[src/rtl/code_decoder_seq_pkg.sv]
// Shared types for the sequential 3-to-8 decoder: state encoding, code/line types, polarity helpers.
// No logic of its own; latency and backpressure are owned by code_decoder_seq.
package code_decoder_seq_pkg;

  localparam int CW  = 3;
  localparam int N   = 1 << CW;
  localparam int DCW = 8;

  typedef enum logic [1:0] {
    ST_IDLE = 2'd0,
    ST_HOLD = 2'd1,
    ST_GAP  = 2'd2
  } state_e;

  typedef logic [CW-1:0]  code_t;
  typedef logic [N-1:0]   lines_t;
  typedef logic [DCW-1:0] dwell_t;

  function automatic lines_t idle_lines(input bit active_low);
    return active_low ? '1 : '0;
  endfunction

  function automatic lines_t onehot_lines(input code_t c, input bit active_low);
    lines_t l;
    l    = '0;
    l[c] = 1'b1;
    return active_low ? ~l : l;
  endfunction

endpackage

[src/rtl/code_decoder_seq_if.sv]
// Code handshake plus decoded select outputs of code_decoder_seq; slave side is the decoder.
// Pure wiring; timing and backpressure come from the decoder (in_ready high only in IDLE).
interface code_decoder_seq_if;
  import code_decoder_seq_pkg::*;

  code_t  code_in;
  logic   in_valid;
  logic   in_ready;
  lines_t dec_out;
  logic   out_active;
  logic   done;

  modport slave (
    input  code_in, in_valid,
    output in_ready, dec_out, out_active, done
  );

  modport master (
    output code_in, in_valid,
    input  in_ready, dec_out, out_active, done
  );

endinterface

[src/rtl/code_decoder_seq_dwell_counter.sv]
// 8-bit down counter with synchronous load and a zero flag; one-cycle update latency.
// No handshake: load wins over decrement, and decrement saturates at zero.
module dwell_counter #(
  parameter int W = 8
) (
  input  logic         clk,
  input  logic         rst_n,
  input  logic         i_load,
  input  logic [W-1:0] i_load_val,
  input  logic         i_dec,
  output logic         o_zero
);

  logic [W-1:0] r_cnt;

  always_ff @(posedge clk or negedge rst_n) begin
    if (!rst_n) begin
      r_cnt <= '0;
    end else if (i_load) begin
      r_cnt <= i_load_val;
    end else if (i_dec && (r_cnt != '0)) begin
      r_cnt <= r_cnt - 1'b1;
    end
  end

  assign o_zero = (r_cnt == '0);

endmodule

[src/rtl/code_decoder_seq.sv]
// Sequential 3-to-8 decoder: accept at edge k drives the line for k+1..k+DWELL, done pulse in k+DWELL+1.
// Backpressure: in_ready only in IDLE; optional DECODER_AUTOSCAN_EN adds scan_en self-issuing codes.
module code_decoder_seq
  import code_decoder_seq_pkg::*;
#(
  parameter int DWELL      = 4,   // legal range 1..255
  parameter bit ACTIVE_LOW = 1'b1
) (
  input  logic                clk,
  input  logic                rst_n,
  code_decoder_seq_if.slave   bus
`ifdef DECODER_AUTOSCAN_EN
  ,
  input  logic                scan_en
`endif
);

  localparam dwell_t LOAD_VAL = dwell_t'(DWELL - 1);

  state_e r_state;
  state_e w_state_nxt;
  code_t  r_code;
  code_t  w_code_nxt;
  lines_t r_dec;
  logic   r_active;
  logic   r_done;
  logic   r_rdy;
  logic   w_accept;
  logic   w_cnt_dec;
  logic   w_cnt_zero;

`ifdef DECODER_AUTOSCAN_EN
  code_t  r_scan_code;
`endif

  dwell_counter #(.W(DCW)) u_dwell (
    .clk        (clk),
    .rst_n      (rst_n),
    .i_load     (w_accept),
    .i_load_val (LOAD_VAL),
    .i_dec      (w_cnt_dec),
    .o_zero     (w_cnt_zero)
  );

  always_comb begin
    w_state_nxt = r_state;
    w_code_nxt  = r_code;
    w_accept    = 1'b0;
    w_cnt_dec   = 1'b0;
    case (r_state)
      ST_IDLE: begin
        // r_rdy stays low for the first cycle after reset release
        if (r_rdy && bus.in_valid) begin
          w_accept   = 1'b1;
          w_code_nxt = bus.code_in;
        end
`ifdef DECODER_AUTOSCAN_EN
        else if (r_rdy && scan_en) begin
          w_accept   = 1'b1;
          w_code_nxt = r_scan_code;
        end
`endif
        if (w_accept) begin
          w_state_nxt = ST_HOLD;
        end
      end
      ST_HOLD: begin
        if (w_cnt_zero) begin
          w_state_nxt = ST_GAP;
        end else begin
          w_cnt_dec = 1'b1;
        end
      end
      ST_GAP: begin
        w_state_nxt = ST_IDLE;
      end
      default: begin
        w_state_nxt = ST_IDLE;
      end
    endcase
  end

  // Outputs are registered from the next state so they never glitch.
  always_ff @(posedge clk or negedge rst_n) begin
    if (!rst_n) begin
      r_state  <= ST_IDLE;
      r_code   <= '0;
      r_dec    <= idle_lines(ACTIVE_LOW);
      r_active <= 1'b0;
      r_done   <= 1'b0;
      r_rdy    <= 1'b0;
    end else begin
      r_state  <= w_state_nxt;
      r_code   <= w_code_nxt;
      r_dec    <= (w_state_nxt == ST_HOLD) ? onehot_lines(w_code_nxt, ACTIVE_LOW)
                                           : idle_lines(ACTIVE_LOW);
      r_active <= (w_state_nxt == ST_HOLD);
      r_done   <= (w_state_nxt == ST_GAP);
      r_rdy    <= (w_state_nxt == ST_IDLE);
    end
  end

`ifdef DECODER_AUTOSCAN_EN
  // Any accept, external or self-issued, sets the base for the next scan code.
  always_ff @(posedge clk or negedge rst_n) begin
    if (!rst_n) begin
      r_scan_code <= '0;
    end else if (w_accept) begin
      r_scan_code <= w_code_nxt + 1'b1;
    end
  end
`endif

  assign bus.in_ready   = r_rdy;
  assign bus.dec_out    = r_dec;
  assign bus.out_active = r_active;
  assign bus.done       = r_done;

endmodule

[src/flat_wrapper.sv]
// flat-port wrapper written by rule: the top's interface ports become plain ports
module code_decoder_seq_flat import code_decoder_seq_pkg::*;
#(
  parameter int DWELL      = 4,                        
  parameter bit ACTIVE_LOW = 1'b1
)
  (clk, rst_n, bus_code_in, bus_in_valid, bus_in_ready, bus_dec_out, bus_out_active, bus_done);
  code_decoder_seq_if bus_i ();
  input  logic clk;
  input  logic rst_n;
  input wire logic [$bits(bus_i.code_in)-1:0] bus_code_in;
  input wire logic [$bits(bus_i.in_valid)-1:0] bus_in_valid;
  output wire logic [$bits(bus_i.in_ready)-1:0] bus_in_ready;
  output wire logic [$bits(bus_i.dec_out)-1:0] bus_dec_out;
  output wire logic [$bits(bus_i.out_active)-1:0] bus_out_active;
  output wire logic [$bits(bus_i.done)-1:0] bus_done;
  assign bus_i.code_in = bus_code_in;
  assign bus_i.in_valid = bus_in_valid;
  assign bus_in_ready = bus_i.in_ready;
  assign bus_dec_out = bus_i.dec_out;
  assign bus_out_active = bus_i.out_active;
  assign bus_done = bus_i.done;
  code_decoder_seq #(.DWELL(DWELL), .ACTIVE_LOW(ACTIVE_LOW)) u_core (.clk(clk), .rst_n(rst_n), .bus(bus_i));
endmodule
[config.mk]
export PLATFORM = sky130hd
export DESIGN_NAME = code_decoder_seq_flat
export DESIGN_NICKNAME = d
export VERILOG_FILES = /design/src/rtl/code_decoder_seq_pkg.sv /design/src/rtl/code_decoder_seq_if.sv /design/src/rtl/code_decoder_seq_dwell_counter.sv /design/src/rtl/code_decoder_seq.sv /design/src/flat_wrapper.sv
export SDC_FILE = /design/constraint.sdc
export NUM_CORES = 1
export LEC_CHECK = 0
export CORE_MARGIN = 2
export CORE_UTILIZATION = 47
export DETAILED_ROUTE_END_ITERATION = 6
export GPL_TIMING_DRIVEN = 0
export PLACE_DENSITY = 0.79
export SYNTH_ARGS = -nofsm -noshare
export SYNTH_HDL_FRONTEND = slang
export SYNTH_HIERARCHICAL = 1
export SYNTH_SLANG_ARGS = --single-unit
[constraint.sdc]
create_clock -name clk -period 2.32 [get_ports clk]
set_clock_uncertainty 0.05 [all_clocks]
set_input_delay 0.58 -clock clk [delete_from_list [all_inputs] [get_ports clk]]
set_output_delay 0.58 -clock clk [all_outputs]
set_load 0.005 [all_outputs]
==> Yosys cells after proc, flatten, opt, wreduce, memory -nomap -nowiden <==
Cells that the tools add are included.
{ "op_classes": {"div_mod_pow": 0, "n_bitwise": 1, "addsub": 1, "n_mul": 0, "eq_ne": 3, "magnitude_cmp": 2, "n_reduce_logical": 8, "n_mux": 15, "shift": 0} }
{ "ops": {"columns": ["cell", "count"], "rows": [
  ["8-bit two-way mux", 3],
  ["8-bit zero test", 1],
  ["8-bit inverter", 1],
  ["8-bit nonzero test", 1],
  ["8-bit by 1-bit subtractor with 8-bit output (second input constant)", 1],
  ["1-bit two-way mux", 6],
  ["3-bit two-way mux", 2],
  ["2-bit by 1-bit equality test with 1-bit output (second input constant)", 2],
  ["2-bit zero test", 2],
  ["3-bit by 4-bit < comparator with 1-bit output (second input constant)", 1],
  ["2-bit two-way mux", 2],
  ["2-bit one-hot mux with 2 select lines", 1],
  ["1-bit demux with 3-bit select", 1],
  ["3-bit by 1-bit greater-or-equal comparator with 1-bit output (second input constant)", 1],
  ["1-bit logical AND", 3],
  ["2-bit equality test (second input constant)", 1],
  ["2-bit nonzero test", 1]
]} }
{ "word_totals": {"register_bits": 24, "mem_bits_ro": 0, "memories": 0, "input_bits": 6, "ram_bits": 0, "latchBits": 0, "output_inout_bits": 11, "word_cells": 37} }

==> Logic depth before layout (Yosys ltp) <==
Gate-level depths: netlist (run 1).
{ "logic_depth": {"ltp_word": 9, "depth_mapped": 8, "depth_no_buf": 8} }

==> Cells and area by module <==
Netlist (run 1), hierarchy kept.
{ "modules_own_cells": {"columns": ["mod", "n_inst", "area_each_um2", "cells_each"], "rows": [
  ["code_decoder_seq", 1, 594.3, 43],
  ["dwell_counter", 1, 528.0, 58]
]} }

==> Worst setup path after synthesis (run 1) <==
OpenSTA, ideal clock, no wires.
{ "synth_path": {"kind": "register -> register", "startpoint": "reg u_core.u_dwell.r_cnt[0]", "endpoint": "reg u_core.u_dwell.r_cnt[7]", "t_arrival_ps": 2293, "period_less_slack_ps": 2469, "required_ps": 2144, "path_stages_with_launch": 9, "setup_time_ps": 126, "path_buffers": 0, "path_slack_ps": -149, "cell_sequence": "dfrtp_1 > inv_1 > ha_1 > or3b_2 > nor2_1 > nor3b_1 > or3b_1 > o311a_1 > a221o_1"} }
{ "synth_between": {"elab_chain_cells": 5} }
{ "synth_lines": {"columns": ["item", "line", "rtl"], "rows": [
  ["from (decl)", "code_decoder_seq_dwell_counter.sv:14", "logic [W-1:0] r_cnt;"],
  ["from (signal assigned)", "code_decoder_seq_dwell_counter.sv:20", "r_cnt <= i_load_val;"],
  ["from (signal assigned)", "code_decoder_seq_dwell_counter.sv:22", "r_cnt <= r_cnt - 1'b1;"],
  ["8-bit zero test", "code_decoder_seq_dwell_counter.sv:26", "assign o_zero = (r_cnt == '0);"],
  ["via u_core.w_cnt_zero", "code_decoder_seq.sv:30", "logic w_cnt_zero;"],
  ["1-bit two-way mux", "code_decoder_seq.sv:68", "if (w_cnt_zero) begin"],
  ["1-bit two-way mux", "code_decoder_seq.sv:50", "case (r_state)"],
  ["via u_core.w_cnt_dec", "code_decoder_seq.sv:29", "logic w_cnt_dec;"],
  ["1-bit logical AND", "code_decoder_seq_dwell_counter.sv:21", "end else if (i_dec && (r_cnt != '0)) begin"],
  ["2-bit nonzero test (no source line)", null, null]
]} }
The timed path passes the listed nets, and every way through them passes these cells. The select of a mux whose other input is x is not followed.
A chain may end at the register's enable or synchronous reset.

==> Worst setup path after layout (run 1) <==
{ "layout_path": {"startpoint": "reg u_core.u_dwell.r_cnt[1]", "endpoint": "reg u_core.u_dwell.r_cnt[7]"} }
The elaborated chain is that of the path after synthesis.

==> run metrics, run 1 <==
Hold Path Cell Cnt 1; Skew-Pair Late Insertion Delay 0.32 ns; Leak 0.614 nW; Syn Inst Count 101; layout cells sized above 1 29.1%; cts bufs inserted 3; crit path launch type flip-flop; hold path endpoint u_core/bus.out_active; fin worst setup slack -0.0650 ns; critical path arrival 2.56 ns; Setup TNS -0.0699 ns; crit path time final 2.39 ns; drt total wl 2540 um; Routability Congestion 0.796; RSZ-0062 raised after global routing true; Synth Warn # 6; FF-to-FF path depth 8; 1st-iter DRT viols 26; I/O pin cnt 17; reg2reg start u_core/u_dwell/r_cnt[1]; CTS HTree Levels 1; clock sink count 24; Synth cell types 41; vias per cell 5.85; GRT overflow 0; Synth Area in Simple Gates 21.3%; post-synthesis mux area share 3.68%; Synth top cells by count dfrtp_1, nand4_1, dfstp_2; pre-CTS setup slack -0.227 ns; post-synthesis sequential area ratio 54.4%; Die Y-Extent 52.9 um; post-DP HPWL 1600 um; mapped cell area 1120 um^2; routed len/inst 15.7 um; routed vias 948; IO Port Bufs 16; slew margin rel. 29.5%; clk slew on worst S/H paths 0.14 ns; Synth Register Bits 24; Max clock buf depth 2; final hold vios 0; adder-cell share of the synthesized area 2.23%; Final Max Slew Viols 0; initial antenna violation count 0; Final setup viols 2; # nets final 143; largest family of logic cells by synthesized area simple AND/OR/NAND/NOR gates; Filler Cells Inserted 184; data required time of the critical path 2.49 ns; multi-input combinational cell area 538 um^2; MaxCap Viol Count 0; synthesis-to-layout area growth 33.0%; main flop type after synthesis dfrtp_1; Max FO, Critical Path 6; Max VDD drop 0.000393 V; status finished with violations; Seq. cell area 612 um^2; Placement Rows 17; ys async rst share 100%; drt first pass iters 4; Setup crit end kind flip-flop; Post-Synth XOR/XNOR Area 0%; largest net degree at the start of global routing 25; most frequent cell after synthesis dfrtp_1; Initial Util 50.3%; Setup Crit Path Kind flip-flop to flip-flop; Tightest Pin Transition 1.05 ns; fmax 419 MHz; core footprint 2230 um^2; Chip Width 52.9 um; Post-DRT Antenna Nets 0; Post-synth EDFFs 0; gr usage total 19.7%; synthesized area per cell 11.1 um^2; CTS Root Cell clkbuf_4; CTS tree yes; vias in the first global route 856; failing checks negative setup slack; worst min-delay path category flip-flop to flip-flop; complex-gate fraction of the synthesized area 13.9%; period utilisation layout 103%; antenna diode count 0; P per Cell Area 499 nW/um^2; first-pass GRT wire length 3920 um; setup slack, reg-to-reg -0.07 ns; hold_sp u_core/r_state[1]; RR Endpoint u_core/u_dwell/r_cnt[7]; Hold Buf Count CTS 0; Residual DRC 0; DIE AREA 2790 um^2; Yosys top cell area share 35.7%; post-synth top area cell dfrtp_1; Area contributors post-synth dfrtp_1, dfstp_2, nand4_1
how the worst max path moves through the flow:
stage	start	endpoint	slack [ns]	depth (start not counted)
4_1_cts	u_core/u_dwell/r_cnt[1]	u_core/u_dwell/r_cnt[3]	-0.006	8
3_3_place_gp	u_core/u_dwell/r_cnt[0]	u_core/u_dwell/r_cnt[7]	-0.15	8
3_5_place_dp	u_core/u_dwell/r_cnt[0]	u_core/u_dwell/r_cnt[3]	-0.23	8
2_1_floorplan	u_core/u_dwell/r_cnt[0]	u_core/u_dwell/r_cnt[7]	0.008	8
5_1_grt	u_core/u_dwell/r_cnt[1]	u_core/u_dwell/r_cnt[7]	-0.11	8
6_report	u_core/u_dwell/r_cnt[1]	u_core/u_dwell/r_cnt[7]	-0.07	8
timing repair:
action / 4_1_cts / 5_1_grt
gates resized for setup: 1 / 9
pin swaps: 1 / 5
setup buffers: 2 / 5
endpoints found under the setup margin: 4 / 6
layer usage:
layer	global-route usage, %	share of wire, %	vias up
li1	-	-	441
met5	0	0	-
met1	27.1	42	467
met3	2.82	4.5	8
met4	9.40	2.5	0
met2	30.6	51	32
through the flow:
stage / total power [W] / instance area [um^2] / cells / utilization, % / hold slack (ns)
final: 0.000744 / 1490 / 162 / 66.8 / 0.540
after global routing: 0.000776 / 1490 / 162 / 66.8 / 0.572
after CTS: 0.000750 / 1420 / 157 / 63.6 / 0.509
after detailed placement: 0.000446 / 1350 / 151 / 60.4 / 0.489
after global placement: 0.000446 / 1350 / 151 / 60.4 / 0.473
after floorplan: 0.000429 / 1150 / 107 / - / 0.234
critical path: stages, from the launching register on:
cell     delay [ns]
dfrtp_1        0.42
inv_2          0.07
ha_4           0.16
or3b_4         0.24
nor2_4         0.05
nor3b_4        0.23
or3b_4         0.45
o311a_1        0.35
a221o_1        0.26
cell type report:
class / count / share of cell area, %
flip-flops and latches: 24 / 41.0
multi-input cells: 73 / 36.0
repair buffers: 23 / 14.2
well taps: 28 / 2.35
clock inverters: 1 / 2.01
inverters: 7 / 1.76
clock buffers: 3 / 1.51
plain buffers: 3 / 1.09
report_power, final:
group	internal (W)	total (W)	leakage, nW	switching [W]
sequential	0.000419	0.000419	0.275	0
combinational	0.00000821	0.0000194	0.311	0.0000112
clock	0.000175	0.000306	0.0279	0.000131
total	0.000602	0.000744	0.614	0.000142
cells in the final DEF, fill, tap and decap left out, types with 2 or more instances in the layout:
cell type | netlist | routed
clkdlybuf4s50_1 | 0 | 16
dfrtp_1 | 16 | 15
nand4_1 | 10 | 10
buf_4 | 1 | 8
dfstp_2 | 8 | 8
conb_1 | 2 | 8
inv_2 | 3 | 5
a21oi_1 | 5 | 5
nor2_1 | 5 | 4
clkbuf_4 | 0 | 3
mux2i_2 | 3 | 3
nor3b_1 | 4 | 3
nor3_1 | 3 | 3
and3_1 | 2 | 2
or4_1 | 3 | 2
or3b_4 | 0 | 2
nand3_1 | 2 | 2
nand2_1 | 2 | 2
o21ai_0 | 2 | 2
a31oi_1 | 2 | 2
a221o_1 | 2 | 2
flip-flops by register name, indices dropped and copies added (netlist names):
| register | count |
|---|---|
| u_core/bus.done | 1 |
| u_core/bus.out_active | 1 |
| u_core/u_dwell/r_cnt | 8 |
| u_core/bus.in_ready | 1 |
| u_core/bus.dec_out | 8 |
| u_core/r_code | 3 |
| u_core/r_state | 2 |
cells by family (layout without fill, tap and decap cells):
| logic type | Yosys count | in the layout |
|---|---|---|
| compound gates | 21 | 21 |
| fa+ha+maj | 2 | 2 |
| buf+inv | 10 | 37 |
| flops | 24 | 24 |
| mux | 3 | 3 |
| other cells | 2 | 8 |
| simple gates | 39 | 39 |
No activity file was read; power rests on OpenSTA's default activity.
==> run 2, diff against run 1 <==
SKIP_LAST_GASP = 1   (was unset)
==> run metrics, run 2 (synthesis gave the netlist of run 1 again) <==
status finished with violations; failing checks negative setup slack; fmax 419 MHz (unchanged); crit path launch type flip-flop; vias in the first global route 856 (unchanged); cts bufs inserted 3 (unchanged); CTS Root Cell clkbuf_4; most frequent cells in the layout clkdlybuf4s50_1, dfrtp_1, nand4_1; final hold vios 0 (unchanged); 1st-iter DRT viols 26 (unchanged); Chip Width 52.9 um (unchanged); final cell count without fillers 162 (unchanged); CTS tree yes; # nets final 143 (unchanged); Total Power 0.000744 W (unchanged); vias per cell 5.85 (unchanged); P per Cell Area 499 nW/um^2 (unchanged); Initial Util 50.3% (unchanged); post-DP HPWL 1600 um (unchanged); Placement Rows 17 (unchanged); first-pass GRT wire length 3920 um (unchanged); Max clock buf depth 2 (unchanged); MaxCap Viol Count 0 (unchanged); Tightest Pin Transition 1.05 ns (unchanged); Max VDD drop 0.000393 V (unchanged); clock sink count 24 (unchanged); Setup Crit Path Kind flip-flop to flip-flop; layout cells sized above 1 29.1% (unchanged); initial antenna violation count 0 (unchanged); Final setup viols 2 (unchanged); slew margin rel. 29.5% (unchanged); commonest non-fill, non-tap cell in the layout clkdlybuf4s50_1; Residual DRC 0 (unchanged); drt total wl 2540 um (unchanged); data required time of the critical path 2.49 ns (about the same); Post-DRT Antenna Nets 0 (unchanged); crit path time final 2.39 ns (unchanged); Routability Congestion 0.796 (unchanged); clk slew on worst S/H paths 0.14 ns (about the same); critical path arrival 2.56 ns (about the same); worst min-delay path category flip-flop to flip-flop; CTS HTree Levels 1 (unchanged); core footprint 2230 um^2 (unchanged); fin worst setup slack -0.0650 ns (unchanged); drt first pass iters 4 (unchanged); antenna diode count 0 (unchanged); synthesis-to-layout area growth 33.0% (unchanged); Hold Buf Count CTS 0 (unchanged); Placed Cells 151 (unchanged); pre-CTS setup slack -0.227 ns (unchanged); post-layout util 66.8% (unchanged); Setup crit end kind flip-flop; routed vias 948 (unchanged); IO Port Bufs 16 (unchanged); I/O pin cnt 17 (unchanged); worst hold slack 0.540 ns (unchanged); routed len/inst 15.7 um (unchanged); RSZ-0062 raised after global routing true; Final Max Slew Viols 0 (unchanged); DIE AREA 2790 um^2 (unchanged); Skew-Pair Late Insertion Delay 0.32 ns (about the same); GRT overflow 0 (unchanged); Leak 0.614 nW (unchanged); period utilisation layout 103% (unchanged); gr usage total 19.7% (unchanged); Die Y-Extent 52.9 um (unchanged); largest net degree at the start of global routing 25 (unchanged); Max FO, Critical Path 6 (unchanged); setup slack, reg-to-reg -0.07 ns (about the same)
[run 2: repair_timing]
action                                  in CTS  in global routing
resized for setup                            1                  9
pin swaps                                    1                  5
endpoints found under the setup margin       4                  6
setup buffers                                2                  5
[run 2: stage by stage]
| step | cell area (um^2) | setup TNS [ns] |
|---|---|---|
| CTS | 1420 | -0.00639 |
| global placement | 1350 | -0.511 |
| floorplan | 1150 | 0 |
| global route | 1490 | -0.198 |
| finish | 1490 | -0.0699 |
| detailed placement | 1350 | -0.842 |
[run 2: layout make-up]
class,count,area [um^2]
flip-flops and latches,24,612
multi-input cells,73,538
clock buffers,3,22.5
plain buffers,3,16.3
repair buffers,23,213
fillers,184,741
inverters,7,26.3
well taps,28,35.0
clock inverters,1,30.0
[run 2: path summary, 6_finish.rpt]
path / from / to / cells after the start
worst min register to register: u_core/r_state[1] / u_core/bus.out_active / 1
min in group asynchronous: rst_n / u_core/u_dwell/r_cnt[6] / 1
worst max-delay path: u_core/u_dwell/r_cnt[1] / u_core/u_dwell/r_cnt[7] / 8
max in group asynchronous: rst_n / u_core/u_dwell/r_cnt[2] / 1
worst min-delay path: u_core/r_state[1] / u_core/bus.out_active / 1
worst max register to register: u_core/u_dwell/r_cnt[1] / u_core/u_dwell/r_cnt[7] / 8
[run 2: routing by layer]
layer / part of all wire, % / global-route usage [%] / vias up / routed length [um]
li1: - / - / 441 / -
met5: 0 / 0 / - / 0
met1: 42 / 27.1 / 467 / 1080
met2: 51 / 30.6 / 32 / 1290
met4: 2.5 / 9.40 / 0 / 63
met3: 4.5 / 2.82 / 8 / 114
[run 2: report_power, final]
group          internal (W)  switching [W]  leakage [nW]  total (W)
clock network      0.000175       0.000131        0.0279   0.000306
registers          0.000419              0         0.275   0.000419
logic            0.00000821      0.0000112         0.311  0.0000194
total              0.000602       0.000142         0.614   0.000744
[run 2: critical path, cell delays in order, from the launching register on]
cell and delay, ns:
dfrtp_1 0.42, inv_2 0.07, ha_4 0.16, or3b_4 0.24, nor2_4 0.05, nor3b_4 0.23, or3b_4 0.45, o311a_1 0.35
a221o_1 0.26
